**config.mk**
```make
export PLATFORM = sky130hd
export DESIGN_NAME = fp_multiplier_pipe
export DESIGN_NICKNAME = d
export VERILOG_FILES = /design/src/rtl/fp_multiplier_pipe.sv
export SDC_FILE = /design/constraint.sdc
export NUM_CORES = 2
export LEC_CHECK = 0
export CORE_MARGIN = 2
export CORE_UTILIZATION = 40
export DETAILED_ROUTE_END_ITERATION = 8
export GPL_TIMING_DRIVEN = 0
export PLACE_DENSITY = 0.62
export SLEW_MARGIN = 20
export SYNTH_ARGS = -nofsm -noshare
export SYNTH_HDL_FRONTEND = slang
export SYNTH_SLANG_ARGS = --single-unit
```
**constraint.sdc**
```tcl
create_clock -name clk -period 7.35 [get_ports clk]
set_input_delay 0.735 -clock clk [delete_from_list [all_inputs] [get_ports clk]]
set_output_delay 0.735 -clock clk [all_outputs]
set_load 0.02 [all_outputs]
```
**src/rtl/fp_multiplier_pipe.sv**
```systemverilog
// fp_multiplier_pipe: 3-stage IEEE-754-style multiplier, round-to-nearest-even, flush-to-zero, valid/ready
module fp_multiplier_pipe #(
  parameter int EXP_W = 8,
  parameter int MAN_W = 23
) (
  input  logic                   clk,
  input  logic                   rst,
  input  logic                   in_valid,
  output logic                   in_ready,
  input  logic [EXP_W+MAN_W:0]   in_a,
  input  logic [EXP_W+MAN_W:0]   in_b,
  output logic                   out_valid,
  input  logic                   out_ready,
  output logic [EXP_W+MAN_W:0]   out_res,
  output logic [3:0]             out_flags
);
  localparam int EW = EXP_W + 2;
  localparam int PW = 2 * MAN_W + 2;
  localparam int LZW = $clog2(PW + 1);
  localparam int XW = EW + LZW + 1;
  localparam logic [EXP_W-1:0] EMAX = '1;
  localparam logic [EW-1:0] BIAS = EW'((1 << (EXP_W - 1)) - 1);
  logic adv;
  logic [EXP_W-1:0] ea, eb;
  logic [MAN_W-1:0] ma, mb;
  logic a_ez, b_ez, a_nan, b_nan, a_inf, b_inf, a_zero, b_zero;
  logic v1, s1_sign, s1_nan, s1_inf, s1_zero;
  logic [EW-1:0] s1_exp;
  logic [MAN_W:0] s1_sa, s1_sb;
  logic v2, s2_sign, s2_nan, s2_inf, s2_zero;
  logic [EW-1:0] s2_exp;
  logic [PW-1:0] s2_p;
  logic [LZW-1:0] lz;
  logic [PW-2:0] nrm;
  logic [MAN_W-1:0] frac;
  logic guard, sticky, inc;
  logic [MAN_W:0] rnd;
  logic [XW-1:0] exp_f;
  logic ovf, unf;
  logic [EXP_W+MAN_W:0] res;
  logic [3:0] flags;
  assign adv = !out_valid || out_ready;
  assign in_ready = adv;
  assign ea = in_a[EXP_W+MAN_W-1:MAN_W];
  assign eb = in_b[EXP_W+MAN_W-1:MAN_W];
  assign ma = in_a[MAN_W-1:0];
  assign mb = in_b[MAN_W-1:0];
  assign a_ez = ea == '0;
  assign b_ez = eb == '0;
  assign a_nan = ea == EMAX && ma != '0;
  assign b_nan = eb == EMAX && mb != '0;
  assign a_inf = ea == EMAX && ma == '0;
  assign b_inf = eb == EMAX && mb == '0;
  assign a_zero = a_ez && ma == '0;
  assign b_zero = b_ez && mb == '0;
  // Stage valids and the output register; everything advances together on adv
  always_ff @(posedge clk) begin
    if (rst) begin
      v1 <= 1'b0;
      v2 <= 1'b0;
      out_valid <= 1'b0;
      out_res <= '0;
      out_flags <= '0;
    end else if (adv) begin
      v1 <= in_valid;
      v2 <= v1;
      out_valid <= v2;
      if (v2) begin
        out_res <= res;
        out_flags <= flags;
      end
    end
  end
  // Unpack and multiply data stages; subnormals use exponent 1 with hidden bit 0
  always_ff @(posedge clk) begin
    if (adv) begin
      s1_sign <= in_a[EXP_W+MAN_W] ^ in_b[EXP_W+MAN_W];
      s1_nan <= a_nan || b_nan || (a_inf && b_zero) || (a_zero && b_inf);
      s1_inf <= a_inf || b_inf;
      s1_zero <= a_zero || b_zero;
      s1_exp <= EW'(ea | EXP_W'(a_ez)) + EW'(eb | EXP_W'(b_ez)) - BIAS;
      s1_sa <= {!a_ez, ma};
      s1_sb <= {!b_ez, mb};
      s2_sign <= s1_sign;
      s2_nan <= s1_nan;
      s2_inf <= s1_inf;
      s2_zero <= s1_zero;
      s2_exp <= s1_exp;
      s2_p <= PW'(s1_sa) * PW'(s1_sb);
    end
  end
  // Leading-zero count of the full product; the highest set bit wins
  always_comb begin
    lz = LZW'(PW);
    for (int i = 0; i < PW; i++)
      if (s2_p[i]) lz = LZW'(PW - 1 - i);
  end
  assign nrm = (PW-1)'(s2_p << lz);
  assign frac = nrm[PW-2:MAN_W+1];
  assign guard = nrm[MAN_W];
  assign sticky = |nrm[MAN_W-1:0];
  assign inc = guard && (sticky || frac[0]);
  assign rnd = {1'b0, frac} + (MAN_W+1)'(inc);
  assign exp_f = {{(XW-EW){s2_exp[EW-1]}}, s2_exp} + XW'(1) - XW'(lz) + XW'(rnd[MAN_W]);
  assign ovf = !exp_f[XW-1] && exp_f >= XW'(EMAX);
  assign unf = exp_f[XW-1] || exp_f == '0;
  assign res = s2_nan ? {1'b0, EMAX, 1'b1, {(MAN_W-1){1'b0}}} :
               (s2_inf || (!s2_zero && ovf)) ? {s2_sign, EMAX, {MAN_W{1'b0}}} :
               (s2_zero || unf) ? {s2_sign, {(EXP_W+MAN_W){1'b0}}} :
               {s2_sign, exp_f[EXP_W-1:0], rnd[MAN_W-1:0]};
  assign flags = s2_nan ? 4'b1000 :
                 (s2_inf || s2_zero) ? 4'b0000 :
                 {1'b0, ovf, unf, guard || sticky || ovf || unf};
endmodule

```
==> reports/metrics.cfg <==
[global_routing]
grt_pass1_wl_um=165000
use_met2_pct=47.7
track_usage_pct=29.3
grt_max_degree=49
grt_pass1_vias=26600
antenna_found_initial=0
grt-ovfl-total=0
top_usage_layer=met2
met1_usage_pct=35.2
gr-usage-met3_pct=6.43

[critical_path]
cp_data_required_time_ps=7790
critical_path_arrival_ps=7770
start_kind=register
r2r_slack_ps=20
cpPeakStageDelay_ps=600
ff2ff_path_depth=33
timing.rr.end=out_res[17]
crit_slowest_cell=edfxtp_1
cp_max_fo=9
cp-startpoint=s2_p[27]
rr_startpoint=s2_p[27]
worstSetupPathType=register to register
worstSetupEndpointType=register

[die]
die_area_um2=76100
core_area_um2=73100
pin_count=106
die_y_um=276
start_util_pct=40.5
die_w_um=276
rows=99

[yosys]
synth-edff-count=124
synthFlopType=edfxtp_1
ys_seq_elements=163
ys_types=100
syn_area_um2=29600
yosysWarnings=0
avgSynthCellArea_um2=9.00
yosysSeqAreaShare_pct=15.2
netlist_instances=3283
synth_nets=4040
synthArstFlopShare_pct=0

[timing]
finalHoldViolCount=0
max_slew.worst_pin.slew_ps=1060
setup_viol=0
fin_crit_ps=7330
slew_headroom_pct=29.5
fin_skew_ps=29.8
final.setup.tns_ps=0
drv_slew=0
min_period_over_period_pct=99.7
max_freq_mhz=137
rsz0062_at_grt=yes

[clock_tree]
clkSinkCount=163
cts_buffers=17
clk_latency_ps=540
htree_levels=4
ctsHoldBuffers=0
tritoncts=yes
cts-root-buf=clkbuf_16
clock_path_buffers=2
clk_pin_slew_ps=110

[detailed_routing]
drtIter0Drc=2187
vias=25900
drc=10
firstDrtPassIters=9
wire_per_inst_um=24.1
wl_um=110000
viasPerCell=5.68
ant_nets=0

[worst_hold_path]
whs_path_depth=0
hold_end=s2_inf
hold_class=register to register
min_from=s1_inf

[run_status]
run_status=finished, violations left
violations=design-rule violations

[placed_design]
gp_congestion=1.05
portBuffers=104
hpwl_um=86400

[finish]
fin_nets=4343
drive_gt1_share_pct=17.4
area_delta_synth_final_pct=21.2
n_antenna_cell=0

[job]
cap_violations=0

## metrics by stage
stage	setup slack, ps	instances	utilization (%)	hold slack (ps)	cell area [um^2]
2_1_floorplan	-41.2	3283	-	400	29600
3_3_place_gp	-2390	4346	43.6	404	31900
3_5_place_dp	-2370	4349	43.7	407	31900
4_1_cts	-219	4513	47.6	414	34800
5_1_grt	-196	4558	49.0	429	35800
6_report	24.3	4558	49.0	413	35800
## synthesized netlist by cell type (17+ instances only)
cell	instances	area share (%)
a211oi_1	38	0.96
a21o_1	29	0.74
a21oi_1	127	2.2
a221oi_1	21	0.62
and2_1	213	4.5
buf_2	22	0.37
clkbuf_1	138	1.8
dfxtp_1	39	2.6
edfxtp_1	124	13
fa_1	485	33
ha_1	204	8.6
inv_1	529	6.7
mux2i_1	66	2.2
nand2_1	490	6.2
nand3_1	32	0.54
nand4_1	17	0.36
nor2_1	143	1.8
nor3_1	43	0.73
nor4_1	41	0.87
o211ai_1	17	0.43
o21ai_0	56	0.95
o21bai_1	18	0.46
xnor2_1	49	1.5
## routing by layer
metal  vias up  wire, um
li1      11400         -
met1     12700     41500
met2      1369     50200
met3       432      9700
met4         0      8380
met5         -         0
## kinds of logic after synthesis
| logic type | synth area share [%] |
|---|---|
| AO/OA/AOI/OAI | 11.6 |
| multiplexers | 2.74 |
| XOR/XNOR | 1.81 |
| buffers and inverters | 9.50 |
| flip-flops | 15.2 |
| AND/OR/NAND/NOR | 17.7 |
| adder cells (fa/ha/maj) | 41.5 |
## area by class of cell
type	count	area [um^2]
multi-input combinational	2404	23600
clock inverter	15	194
inverter	536	2020
clock buffer	17	425
sequential	163	4500
timing repair buffer	303	2680
tap	959	1200
fill	6967	37300
buffer	161	1220
## worst max-delay path, delay by kind of cell, from the launching register on
kind | cells | cell delay [ps]
compound gates | 8 | 1800
mux | 3 | 680
flops | 1 | 600
buf+inv | 6 | 540
fa+ha+maj | 3 | 850
simple gates | 13 | 2770
## registers in the layout, summed over array words and instances (netlist names)
signal     count
out_valid      1
s1_sb         24
s1_zero        1
s1_nan         1
s2_sign        1
s2_p          48
out_flags      4
s2_inf         1
s1_exp        10
s1_inf         1
s2_nan         1
s2_exp        10
v1             1
s2_zero        1
s1_sign        1
s1_sa         24
v2             1
out_res       32
## what timing repair did
item	CTS	global route
setup buffers	148	49
endpoints found under the setup margin	59	49
pin swaps	84	98
resized for setup	341	185
## worst max-delay path by stage
stage,cells past startpoint,to
floorplan,36,out_res[17]
global placement,33,out_res[29]
detailed placement,33,out_res[28]
CTS,27,s2_p[44]
global route,26,s2_p[44]
finish,33,out_res[17]
## placed cells by master (no fill, tap or decap), drive strengths merged, types with 32 or more instances in the layout
cell / netlist / routed
and2: 214 / 214
inv: 536 / 545
clkdlybuf4s50: 0 / 104
xnor2: 49 / 49
nand3: 32 / 32
nor4: 43 / 43
a21oi: 128 / 128
mux2i: 66 / 66
buf: 42 / 240
nand2: 490 / 490
fa: 485 / 485
ha: 204 / 204
edfxtp: 124 / 124
nor3: 45 / 45
nor2: 148 / 148
dfxtp: 39 / 39
clkbuf: 138 / 136
a211oi: 39 / 39
o21ai: 68 / 68
Power is not shown: default switching activity piles up to over one toggle a cycle in this logic, so the estimate is an artifact.
